### src/rtl/fifo_drain_ctrl.sv
// Drains an upstream FIFO into a 2-entry output buffer with ready/valid handshake.
// Optional delivered-word counter drain_cnt is enabled by the DRAIN_CNT_EN macro.
module fifo_drain_ctrl #(
  parameter int WORD_SIZE = 10,
  parameter int CNT_W     = 8
) (
  input  logic                 clk,
  input  logic                 reset,
  input  logic                 fifo_empty,
  input  logic [WORD_SIZE-1:0] fifo_data_out,
  output logic                 pop,
  input  logic                 ready_in,
  output logic                 valid_out,
  output logic [WORD_SIZE-1:0] data_out
`ifdef DRAIN_CNT_EN
  ,
  output logic [CNT_W-1:0]     drain_cnt
`endif
);

  typedef enum logic [1:0] {
    EMPTY = 2'd0,
    ONE   = 2'd1,
    FULL  = 2'd2
  } state_t;

  state_t               state;
  state_t               state_nxt;
  logic                 infl;
  logic [WORD_SIZE-1:0] head;
  logic [WORD_SIZE-1:0] tail;
  logic [1:0]           occ;
  logic [1:0]           pend;
  logic                 xfer;
  logic                 head_ld_in;
  logic                 head_ld_tail;
  logic                 tail_ld_in;

  assign occ       = state;
  assign pend      = occ + {1'b0, infl};
  assign valid_out = (state != EMPTY);
  assign xfer      = valid_out && ready_in;
  assign data_out  = head;

  always_ff @(posedge clk) begin
    if (reset) begin
      state <= EMPTY;
      infl  <= 1'b0;
    end else begin
      state <= state_nxt;
      infl  <= pop;
    end
  end

  // Buffered plus in-flight words never exceed 2, so a pop is only issued
  // when a slot is free or is being freed by this cycle's transfer.
  always_comb begin
    state_nxt    = state;
    head_ld_in   = 1'b0;
    head_ld_tail = 1'b0;
    tail_ld_in   = 1'b0;
    pop          = !reset && !fifo_empty &&
                   ((pend < 2'd2) || ((pend == 2'd2) && xfer));
    case (state)
      EMPTY: begin
        if (infl) begin
          state_nxt  = ONE;
          head_ld_in = 1'b1;
        end
      end
      ONE: begin
        case ({infl, xfer})
          2'b10: begin
            state_nxt  = FULL;
            tail_ld_in = 1'b1;
          end
          2'b01:   state_nxt  = EMPTY;
          2'b11:   head_ld_in = 1'b1;
          default: state_nxt  = ONE;
        endcase
      end
      FULL: begin
        if (xfer) begin
          head_ld_tail = 1'b1;
          if (infl) tail_ld_in = 1'b1;
          else      state_nxt  = ONE;
        end
      end
      default: state_nxt = EMPTY;
    endcase
  end

  always_ff @(posedge clk) begin
    if (reset) begin
      head <= '0;
      tail <= '0;
    end else begin
      if (head_ld_in)        head <= fifo_data_out;
      else if (head_ld_tail) head <= tail;
      if (tail_ld_in)        tail <= fifo_data_out;
    end
  end

`ifdef DRAIN_CNT_EN
  always_ff @(posedge clk) begin
    if (reset)     drain_cnt <= '0;
    else if (xfer) drain_cnt <= drain_cnt + 1'b1;
  end
`endif

endmodule

### config.mk
export PLATFORM = sky130hd
export DESIGN_NAME = fifo_drain_ctrl
export DESIGN_NICKNAME = d
export VERILOG_FILES = /design/src/rtl/fifo_drain_ctrl.sv
export SDC_FILE = /design/constraint.sdc
export NUM_CORES = 1
export LEC_CHECK = 0
export ABC_AREA = 1
export CORE_ASPECT_RATIO = 1.1
export CORE_MARGIN = 3
export CORE_UTILIZATION = 45
export CTS_BUF_LIST = sky130_fd_sc_hd__clkbuf_16
export DETAILED_ROUTE_END_ITERATION = 8
export HOLD_SLACK_MARGIN = 0.05
export PLACE_DENSITY = 0.74
export RECOVER_POWER = 25
export SYNTH_ARGS = -nofsm -noshare
export SYNTH_HDL_FRONTEND = slang
export SYNTH_SLANG_ARGS = --single-unit
### constraint.sdc
create_clock -name clk -period 1.58 [get_ports clk]
set_input_delay 0.158 -clock clk [delete_from_list [all_inputs] [get_ports clk]]
set_output_delay 0.158 -clock clk [all_outputs]
set_load 0.03 [all_outputs]
# --- After elaboration in Yosys (flattened, before gate mapping) ---
# Cells that the tools add are included.
totals:
  reg_bits: 23
  in_bits: 14
  out_inout_bits: 12
op_classes:
  add_sub_neg: 1
  magnitude_cmp: 1
  eq_ne: 10
  n_mux: 15
  n_reduce_logical: 11
op_table:
  columns: ["op", "n"]
  rows:
  - ["$mux W10", 2]
  - ["$pmux W2 S3", 2]
  - ["$eq A2 B2 Y1 const B", 4]
  - ["$ne A2 B2 Y1 const B", 4]
  - ["$mux W1", 6]
  - ["$mux W2", 3]
  - ["$eq A2 B1 Y1 const B", 2]
  - ["$logic_and A1 B1 Y1", 4]
  - ["$pmux W1 S2", 2]
  - ["$reduce_and A4 Y1", 1]
  - ["$reduce_bool A2 Y1", 2]
  - ["$add A2 B1 Y2", 1]
  - ["$logic_not A1 Y1", 2]
  - ["$logic_not A2 Y1", 1]
  - ["$lt A2 B2 Y1 const B", 1]
  - ["$logic_or A1 B1 Y1", 1]

# --- Longest topological paths before layout ---
depth:
  depth_word: 6
  mapped_depth: 11
  ltp_nobuf: 10

# --- Worst setup path after synthesis ---
# Ideal clock, no wire load.
synth_path:
  kind: "register to register"
  start: "register state[0], in the netlist occ[0]"
  end: "register tail[0]"
  t_arrival_ns: 1.354
  path_slack_ns: 0.111
  path_stages_with_launch: 11
  n_path_buf: 1
  synth_period_minus_slack_ns: 1.469
  cell_sequence: "dfxtp_1 inv_1 ha_1 inv_1 nand2_1 ha_1 nand2_1 nand2_1 buf_2 a21oi_1 nor2_1"
synth_between:
  elab_chain_cells: 5
synth_lines:
  columns: ["item", "line", "text"]
  rows:
  - ["start: declaration", "27", "state_t state;"]
  - ["start signal: assignment", "50", "state <= state_nxt;"]
  - ["$reduce_bool A2 Y1", "41", "assign valid_out = (state != EMPTY);"]
  - ["$logic_and A1 B1 Y1", "42", "assign xfer = valid_out && ready_in;"]
  - ["$eq A2 B2 Y1", "72", "case ({infl, xfer})"]
  - ["$mux W1", "72", null]
  - ["$pmux W1 S2 (*)", "64", "case (state)"]
  - ["end signal: assignment", "100", "if (tail_ld_in) tail <= fifo_data_out;"]
  - ["end: declaration", "31", "logic [WORD_SIZE-1:0] tail;"]
# Mark *: on every way between the ends. The rest lies on a longest branch, timed or not.
# A chain may end at the register's enable or synchronous reset.

# --- Worst setup path after layout ---
layout_path:
  start: "register state[0], in the netlist occ[0]"
  end: "output pop"
layout_between:
  elab_chain_cells: 5
layout_lines:
  columns: ["item", "line", "text"]
  rows:
  - ["$add A2 B1 Y2 / $reduce_bool A2 Y1 (equally long branches)", "40, 41", null]
  - ["$eq A2 B2 Y1 / $logic_and A1 B1 Y1 (equally long branches)", "63, 42", null]
  - ["$logic_and A1 B1 Y1", "63", "((pend < 2'd2) || ((pend == 2'd2) && xfer));"]
  - ["$logic_or A1 B1 Y1 (*)", "63", null]
  - ["$logic_and A1 B1 Y1 (*)", "62", "pop = !reset && !fifo_empty &&"]
  - ["end: declaration", "11", "output logic pop,"]
# Marked as above.

==> results <==
[kinds of logic (layout without fill, tap and decap cells)]
| group | Yosys count | after routing | share of synthesized area [%] |
|---|---|---|---|
| flip-flops | 23 | 23 | 35.7 |
| adder cells (fa/ha/maj) | 7 | 7 | 6.79 |
| AO/OA/AOI/OAI | 23 | 23 | 9.31 |
| XOR/XNOR | 1 | 1 | 0.679 |
| AND/OR/NAND/NOR | 104 | 104 | 37.6 |
| buffers and inverters | 30 | 60 | 9.89 |
[state kept, by name, summed over array words and instances (netlist names)]
signal    cells
infl          1
occ           2
tail         10
data_out     10
[what timing repair did]
action                     CTS  global route
gates cloned                 0             1
resized for setup            4            19
setup buffers                0             1
pin swaps                    0             3
setup endpoints to repair   11            17
[synthesized netlist by cell type, drive strengths merged]
library cell,instances
a21oi,21
buf,7
clkbuf,6
dfxtp,23
ha,7
inv,17
nand2,42
nand3,23
nand4,23
nor2,16
o21a,2
xnor2,1
[layer usage]
layer	vias up	GRT usage (%)
met4	0	5.80
li1	695	-
met1	651	24.0
met3	10	2.69
met5	-	0
met2	54	28.9
[power by group through the flow]
| stage | combinational (mW) | sequential (mW) | clock [mW] |
|---|---|---|---|
| final | 1.63 | 0.770 | 0.555 |
| after global routing | 1.78 | 0.787 | 0.578 |
| after CTS | 1.46 | 0.760 | 0.555 |
| after detailed placement | 1.44 | 0.772 | 0 |
| after global placement | 1.40 | 0.770 | 0 |
| after floorplan | 0.848 | 0.907 | 0 |
[per-stage QoR]
step                      instances  hold WS, ps  cell area (um2)  setup slack [ps]  setup TNS, ps
final                           249          484             1800              31.1              0
after global routing            249          504             1800             -40.0          -61.1
after CTS                       247          488             1710              2.01              0
after detailed placement        243          473             1610             -19.9           -122
after global placement          243          465             1610              38.3              0
after floorplan                 188          322             1290               111              0
[layout by cell type (no fill, tap or decap), drive strengths merged]
| cell | count |
|---|---|
| clkdlybuf4s50 | 17 |
| o21a | 2 |
| nand4 | 23 |
| dfxtp | 23 |
| dlygate4sd3 | 6 |
| nand2 | 42 |
| xnor2 | 1 |
| inv | 17 |
| nor2 | 16 |
| clkinv | 1 |
| a21oi | 21 |
| nand3 | 23 |
| ha | 7 |
| clkbuf | 4 |
| buf | 15 |
[critical path, stage by stage, from the launching register on]
cell	delay (ps)
dfxtp_2	320
buf_4	140
ha_1	210
xnor2_2	150
o21a_1	180
buf_6	130
[worst paths after layout]
| path | depth (start not counted) | endpoint | slack, ps |
|---|---|---|---|
| setup / recovery | 5 | pop | 30 |
| hold / removal | 2 | data_out[1] | 480 |
| setup reg to reg | 10 | tail[9] | 70 |
| hold reg to reg | 2 | data_out[1] | 480 |
[area by class of cell]
class,instances,area [um2]
Multi-Input combinational cell,135,768
Clock inverter,1,5.00
Inverter,17,63.8
Timing Repair Buffer,39,384
Fill cell,226,817
Sequential cell,23,463
Clock buffer,3,75.1
Tap cell,31,38.8
==> results.json <==
{
  "grt_max_degree": 21,
  "min_from": "data_out[1]",
  "syn_avg_cell_area_um2": 6.86,
  "syn-cell-area_um2": 1290,
  "via_count": 1410,
  "yosys.area.top_type": "dfxtp_1",
  "drc_errors": 0,
  "period_minus_slack_ps": 1550,
  "wl_met2_mm": 1.57,
  "initial_core_util_pct": 49.3,
  "wirelength_met1_mm": 1.55,
  "hold_class": "flip-flop to flip-flop",
  "synthDistinctLibCells": 16,
  "die_w_um": 57.1,
  "synth-seq-area-share_pct": 35.7,
  "crit_arrival_ps": 1390,
  "max_freq_ghz": 0.646,
  "drv_slew": 0,
  "grt_use_total_pct": 17.8,
  "status": "completed",
  "seqPwrFrac_pct": 26.1,
  "cts_tree": "built",
  "p_sw_share_pct": 43.7,
  "period_share_pct": 98.0,
  "yosysTopAreaCellShare_pct": 35.7,
  "synth_cells": 188,
  "htree_levels": 1,
  "critPathLaunch": "occ[0]",
  "drt-vias-per-instance": 5.66,
  "coreArea_um2": 2620,
  "routed_wl_mm": 3.36,
  "vdd_drop_max_v": 0.00135,
  "cp.required_ps": 1420,
  "critPathLaunchType": "flip-flop",
  "power_density_nw_per_um2": 1640,
  "cellLeakagePower_nw": 0.813,
  "io_buffers": 25,
  "drt_iter0_drc": 44,
  "ant_nets": 0,
  "fin_skew_ps": 2.99,
  "setup_viol": 0,
  "firstDrtPassIters": 4,
  "io_pins": 26,
  "cts-hold-fix-buffers": 0,
  "fin_nets": 240,
  "ys_ff_latch": 23,
  "ctsRootBufferMaster": "clkbuf_16",
  "die_h_um": 62.2,
  "syn_to_final_growth_pct": 39.4,
  "cts_sinks": 23,
  "hpwl_mm": 2.34,
  "numCtsBuffers": 3,
  "place.gp.congestion": 0.888,
  "finalHoldViolations": 0,
  "grt_pass1_vias": 1234,
  "cap_viol_max_count": 0,
  "cp-end-kind": "output port",
  "rsz0062_at_grt": "true",
  "clk_latency_ps": 260,
  "max_slew.worst_pin.slew_ps": 361,
  "synthesis.nets": 209,
  "fin_util_pct": 68.8,
  "clock_path_buffers": 2,
  "pwr-share-clk_pct": 18.8,
  "ys_warn_count": 0,
  "relSlewSlack_pct": 75.9,
  "clkTransAtPathRegs_ps": 60,
  "gr-total-overflow": 0,
  "num_rows": 19,
  "p_int_mw": 1.66,
  "grt_pass1_wl_mm": 5.26,
  "die_area_um2": 3550,
  "wl_met3_um": 172,
  "report.power.total_mw": 2.95,
  "path_class": "flip-flop to output port",
  "cp_max_fo": 3,
  "wire_per_inst_um": 13.5,
  "switchingPower_mw": 1.29,
  "p_comb_share_pct": 55.1,
  "synth_area_leaders": "dfxtp_1 (36%), nand2_1 (12%), nand4_1 (11%)",
  "reg2reg_from": "occ[0]",
  "layout-drive-gt1-share_pct": 19.7,
  "top_layer": "met4",
  "n_antenna_cell": 0,
  "antenna_found_initial": 0
}
Power figures use the tool's default switching activity.
